--- src/rtl/fleet_config.sv ---
// Fleet-setup controller: captures per-player ship counts (popcount of sw) on confirm presses.
// Optional macro FLEET_CFG_EQUAL_EN: one commit fills every player slot and locks at once.
module fleet_config #(
  parameter int SW_WIDTH    = 5,
  parameter int NUM_PLAYERS = 2,
  parameter int MIN_SHIPS   = 1,
  parameter int MAX_SHIPS   = 5,
  localparam int CW = $clog2(SW_WIDTH + 1),
  localparam int PW = (NUM_PLAYERS > 1) ? $clog2(NUM_PLAYERS) : 1
) (
  input  logic                      clk,
  input  logic                      rst,
  input  logic [SW_WIDTH-1:0]       sw,
  input  logic                      confirm,
  input  logic                      clear_cfg,
  output logic [CW-1:0]             preview_count,
  output logic [PW-1:0]             player_idx,
  output logic [NUM_PLAYERS*CW-1:0] ship_counts,
  output logic                      count_err,
  output logic                      cfg_valid
);

  typedef enum logic {
    SETUP  = 1'b0,
    LOCKED = 1'b1
  } state_t;

`ifndef FLEET_CFG_EQUAL_EN
  localparam logic [PW-1:0] LAST_IDX = PW'(NUM_PLAYERS - 1);
`endif

  state_t                    state_q, state_d;
  logic                      conf_q;
  logic                      rise;
  logic                      in_range;
  logic                      commit;
  logic [CW-1:0]             pop;
  logic [PW-1:0]             idx_d;
  logic [NUM_PLAYERS*CW-1:0] counts_d;
  logic                      err_d;

  always_comb begin
    pop = '0;
    for (int i = 0; i < SW_WIDTH; i++) pop = pop + CW'(sw[i]);
  end

  // The commit uses the previously registered popcount, so sw must settle a cycle before the press.
  assign rise     = confirm & ~conf_q;
  assign in_range = (int'(preview_count) >= MIN_SHIPS) && (int'(preview_count) <= MAX_SHIPS);
  assign commit   = (state_q == SETUP) && rise && in_range && !clear_cfg;

  // cfg_valid is the state itself, so it doubles as the FSM state observation point.
  assign cfg_valid = (state_q == LOCKED);

  always_ff @(posedge clk or posedge rst) begin
    if (rst) begin
      state_q       <= SETUP;
      conf_q        <= 1'b0;
      preview_count <= '0;
      player_idx    <= '0;
      ship_counts   <= '0;
      count_err     <= 1'b0;
    end else begin
      state_q       <= state_d;
      conf_q        <= confirm;
      preview_count <= pop;
      player_idx    <= idx_d;
      ship_counts   <= counts_d;
      count_err     <= err_d;
    end
  end

  always_comb begin
    state_d = state_q;
    case (state_q)
      SETUP: begin
`ifdef FLEET_CFG_EQUAL_EN
        if (commit) state_d = LOCKED;
`else
        if (commit && (player_idx == LAST_IDX)) state_d = LOCKED;
`endif
      end
      LOCKED:  state_d = LOCKED;
      default: state_d = SETUP;
    endcase
    if (clear_cfg) state_d = SETUP;
  end

  always_comb begin
    idx_d    = player_idx;
    counts_d = ship_counts;
    err_d    = 1'b0;
    if (clear_cfg) begin
      idx_d    = '0;
      counts_d = '0;
    end else if (state_q == SETUP && rise) begin
      if (!in_range) begin
        err_d = 1'b1;
      end else begin
`ifdef FLEET_CFG_EQUAL_EN
        for (int p = 0; p < NUM_PLAYERS; p++) counts_d[p*CW +: CW] = preview_count;
`else
        for (int p = 0; p < NUM_PLAYERS; p++)
          if (PW'(p) == player_idx) counts_d[p*CW +: CW] = preview_count;
        if (player_idx != LAST_IDX) idx_d = player_idx + 1'b1;
`endif
      end
    end
  end

endmodule

--- config.mk ---
export PLATFORM = sky130hd
export DESIGN_NAME = fleet_config
export DESIGN_NICKNAME = d
export VERILOG_FILES = /design/src/rtl/fleet_config.sv
export SDC_FILE = /design/constraint.sdc
export NUM_CORES = 1
export LEC_CHECK = 0
export ABC_AREA = 1
export CORE_UTILIZATION = 38
export CTS_CLUSTER_SIZE = 25
export DETAILED_ROUTE_END_ITERATION = 12
export PLACE_DENSITY = 0.69
export SETUP_SLACK_MARGIN = 0.5
export SLEW_MARGIN = 40
export SYNTH_ARGS = -nofsm -noshare
export SYNTH_HDL_FRONTEND = slang
export SYNTH_SLANG_ARGS = --single-unit
--- constraint.sdc ---
create_clock -name clk -period 0.9 [get_ports clk]
set_input_delay 0.135 -clock clk [delete_from_list [all_inputs] [get_ports clk]]
set_output_delay 0.135 -clock clk [all_outputs]
set_load 0.02 [all_outputs]
# Word level (Yosys, flattened, before mapping)
# Index checks and enable logic that the tools add are counted.
[classes]
n_lt_le_gt_ge = 2
n_reduce_logical = 12
add_sub_neg = 5
eq_ne = 1
n_bitwise = 3
n_mux = 15
[op_table]
columns = ["op", "count"]
rows = [
  ["two-way mux 6 bit", 3],
  ["two-way mux 1 bit", 9],
  ["adder 3 x 1 -> 3 bit", 2],
  ["two-way mux 3 bit", 2],
  ["AND reduction 3 bit", 2],
  ["nonzero test 2 bit", 3],
  ["logical AND 1 bit", 5],
  ["adder 2 x 1 -> 3 bit", 1],
  ["greater-or-equal comparator 3 x 1 -> 1 bit, second input constant", 1],
  ["less-or-equal comparator 3 bit, second input constant", 1],
  ["adder 1 x 1 -> 2 bit", 1],
  ["!= test 2 bit, second input constant", 1],
  ["inverter 1 bit", 2],
  ["case mux 1 bit (2 select lines)", 1],
  ["AND reduction 2 bit", 1],
  ["adder 1 bit, second input constant", 1],
  ["bitwise AND 1 bit", 1],
  ["logical NOT 1 bit", 1],
]
[word_totals]
register_bits = 13
out_inout_bits = 12
elab_cells = 45
inputBits = 9

# Logic depth before layout (Yosys ltp)
# Gate-level depths: netlist of run 1.
[logic_depth]
ltp_word = 9
depth_mapped = 6

# Worst setup path before layout of run 1
# OpenSTA, ideal clock, no wires.
[synth_timing]
kind = "input port to flip-flop"
start = "input sw[0]"
end = "register preview_count[1]"
arrival_ns = 1.240
setup_ns = 0.126
stages = 3
setup_slack_ns = -0.465
n_path_buf = 0
path_cell_list = "fa_1 fa_1 ha_1"
[synth_between]
elab_chain_len = 4
[synth_lines]
columns = ["element", "line_no", "text"]
rows = [
  ["start: declaration", "13", "input logic [SW_WIDTH-1:0] sw,"],
  ["adder 1 x 1 -> 2 bit", "44", "for (int i = 0; i < SW_WIDTH; i++) pop = pop + CW'(sw[i]);"],
  ["adder 2 x 1 -> 3 bit", "44", ""],
  ["adder 3 x 1 -> 3 bit (2 in series)", "44", ""],
  ["net pop[1]", "37", "logic [CW-1:0] pop;"],
  ["end signal: assignment", "66", "preview_count <= pop;"],
  ["end: declaration", "16", "output logic [CW-1:0] preview_count,"],
]
# The timed path passes the listed nets, and every way through them passes these cells.
# A chain may end at the register's enable or synchronous reset.

# Worst setup path after layout of run 1
[layout_timing]
start = "register state_q (netlist: cfg_valid)"
end = "output cfg_valid"
[layout_rtl]
columns = ["element", "line_no", "text"]
rows = [
  ["start: declaration", "32", "state_t state_q, state_d;"],
  ["start signal: assignment", "64", "state_q <= state_d;"],
  ["end: declaration", "20", "output logic cfg_valid"],
]
# No word-level cell between the ends.

==> results of run 1 <==
report_power, final:
part	switching (W)	internal [W]	leakage, nW
Combinational	0.000387	0.000421	0.362
Sequential	0.0000884	0.000688	0.153
Clock	0.000202	0.000172	0.0150
layout make-up:
cell class | count | area, um2
fillers | 115 | 417
flip-flops and latches | 13 | 339
clock buffers | 4 | 26.3
inverters | 7 | 28.8
multi-input cells | 40 | 329
well taps | 16 | 20.0
repair buffers | 36 | 347
kinds of logic after synthesis:
kind of cell,synth area share [%]
flip-flops,53.2
adder cells (fa/ha/maj),8.59
AO/OA/AOI/OAI,9.20
AND/OR/NAND/NOR,24.7
buffers and inverters,4.30
worst reg2reg max path, stage by stage (launching register included):
cell      delay (ns)
dfrtp_2         0.45
o21ai_4         0.23
nand3b_4        0.14
nand3_1         0.12
nand2_1         0.07
metrics by stage:
stage	hold slack [ns]	TNS (ns)	worst slack [ns]	util [%]	std cells
finish	0.132	-3.25	-0.220	72.3	116
global route	0.164	-4.08	-0.285	72.3	116
CTS	0.145	-3.38	-0.265	70.3	114
detailed placement	0.444	-7.33	-0.886	61.4	105
global placement	0.441	-7.06	-0.867	61.4	105
floorplan	0.0113	-2.48	-0.420	-	59
metal layers:
| layer | routed length (um) | track usage (%) | part of all wire, % |
|---|---|---|---|
| met4 | 36 | 9.38 | 2.5 |
| met1 | 572 | 21.6 | 40 |
| met5 | 0 | 0 | 0 |
| met2 | 742 | 32.5 | 52 |
| met3 | 78 | 4.74 | 5.5 |
flip-flops by register name (all words and copies together), names as in the netlist:
signal and count:
player_idx 1, preview_count 3, conf_q 1, ship_counts 6, cfg_valid 1, count_err 1
cells in the final DEF, fill, tap and decap left out, types with 2 or more instances in the layout:
cell and instances:
nand2_4 2, nand3_1 6, inv_2 2, nand2_1 12, clkbuf_4 3, nor2_1 4, buf_4 12, inv_1 4
clkdlybuf4s50_1 4, buf_6 18, dfrtp_1 2, o21bai_4 2, dfrtp_2 11, nand2_2 4, a21oi_2 2
timing repair:
| item | 4_1_cts | 5_1_grt |
|---|---|---|
| pin swaps | 9 | 6 |
| buffers inserted | 4 | 2 |
| gates resized for setup | 100 | 5 |
| setup endpoints to repair | 25 | 24 |
| hold endpoints to repair | 0 | 0 |
| cloned | 1 | 0 |
how the worst min path moves through the flow:
stage	endpoint	slack, ns	cells after the start
after global placement	count_err$_DFF_PP0_	0.44	3
after detailed placement	count_err$_DFF_PP0_	0.44	3
after CTS	count_err$_DFF_PP0_	0.14	3
final	conf_q$_DFF_PP0_	0.13	3
after floorplan	conf_q$_DFF_PP0_	0.01	1
after global routing	conf_q$_DFF_PP0_	0.16	1
==> summary.md, run 1 <==
| Metric | Value |
|---|---|
| Run status | complete, but fails checks |
| Failing checks | setup timing |
| Crit path DAT | 0.99 ns |
| Die Y | 42.1 um |
| Die area | 1770 um2 |
| Htree depth | 1 |
| EDFF count, synth | 0 |
| HPWL after DPL | around 940 um |
| Largest net degree at the start of global routing | 14 |
| Synth warn | 0 |
| R2R cell count | 4 |
| Layout cells sized above 1 | 65.0% |
| Clock slew at reported path FFs | 0.09 ns |
| Syn nets | 71 |
| Tmin final | 1.12 ns |
| Total wire length | 1.43 mm |
| Die Width | 42.1 um |
| Tot Pwr | 0.00196 W |
| Remaining antenna violation count after routing | 0 |
| Reg2reg start | preview_count[2]$_DFF_PP0_ |
| Crit share post-route | 124% |
| CP Buf/Inv Count | 2 |
| Tot GR Track Use | 18.9% |
| Synth Register Bits | 13 |
| I/O Buffers | 20 |
| Detailed Route Iter0 Violations | 2 |
| Final Max Tran Viols | 0 |
| Distinct cells, synth | 13 |
| N_diodes | 0 |
| Top Family by Delay on Critical Path | flip-flops |
| TritonCTS Sinks | 13 |
| Hold buffer count at cts | 0 |
| Clock Skew | between 0.01 and 0.015 ns |
| Hold Crit Class | input port to async pin |
| Worst path max stage delay | 0.44 ns |
| Worst Path Class, Setup | register to output pin |
| Max-Cap Viols | 0 |
| Ys flop type | dfrtp_1 |
| Asr flop ratio synth | 100% |
| CP required | 0.76 ns |
| Avg Inst Size Synth | 10.4 um2 |
| Yosys top cell area share | a little over half |
| Max-slew headroom | ~86% |
| Worst setup path endpoint | cfg_valid |
| Syn Std Cell Area | around 610 um2 |
| Worst slew pin tran | 0.207 ns |
| PnR worst setup slack | -0.220 ns |
| P_leak | 0.530 nW |
| First-pass GRT wire length | 2.46 mm |
| Gr ovfl total | 0 |
| Via density per instance | 4.84 |
| Area grow syn2layout | 78.1% |
| Sequential area share after synthesis | a little over half |
| DR WL/cell | 12.3 um |
| Register-to-register setup slack | -0.22 ns |
| CP max stage cell | dfrtp_2 |
| Most common cell in the netlist | nand2_1 |
| TritonCTS buffer count | 3 |
| Unrepaired setup endpoints after global routing | true |
| Initial Util | 40.6% |
| CTS tree | yes |
| Reg-to-Reg End | ship_counts[4]$_DFFE_PP0P_ |
| PD cells | 1800 nW/um2 |
| Layout Nets | 113 |
| CTS root buf | clkbuf_4 |
| Design area | 1090 um2 |
| Clk buf depth | 2 |
| Largest fanout on the critical path | 3 |
| Maximum clock frequency | 893 MHz |
| Rows | 14 |
| Synth area leaders | dfrtp_1 (53%), nand2_1 (9.2%), fa_1 (6.5%) |
| Drt pass-1 iters | 2 |
| Mapped Cells | 59 |
| Setup-failing EPs final | 24 |
| IO Count | 21 |
| Worst VDD drop | roughly 0.0012 V |
| Kind of end point of the critical path | output pin |
| WP depth | 2 |
| Crit path launch | cfg_valid$_DFF_PP0_ |
| Placed cell areas | between 900 and 1000 um2 |
| CP Launch Type | register |
| Via count | 561 |
| GP Congestion | 0.761 |
| Leading area contributor after synthesis | dfrtp_1 |
| Number of global-route vias before repair | about 570 |
| Post-synth top cells | nand2_1 (15), dfrtp_1 (13), inv_1 (7), nand3_1 (7), nor2_1 (4) |
| Initial antenna violation count | 0 |
| Worst skew pair latency | 0.29 ns |
| Worst path cell trace | buf_4 -> buf_6 |
| Final Hold Vio Count | 0 |
| Core area | 1510 um2 |
| DRC viols | 0 |
Note: power is estimated with default switching activity, not from simulation.
==> run 2: changes to the inputs <==
--- a/config.mk
+++ b/config.mk
@@ -7,6 +7,7 @@
 export LEC_CHECK = 0
 export ABC_AREA = 1
 export CORE_UTILIZATION = 38
+export CTS_CLUSTER_DIAMETER = 60
 export CTS_CLUSTER_SIZE = 25
 export DETAILED_ROUTE_END_ITERATION = 12
 export PLACE_DENSITY = 0.69
==> results of run 2 <==
No change in the layout: final DEF, timing and power equal those of run 1.
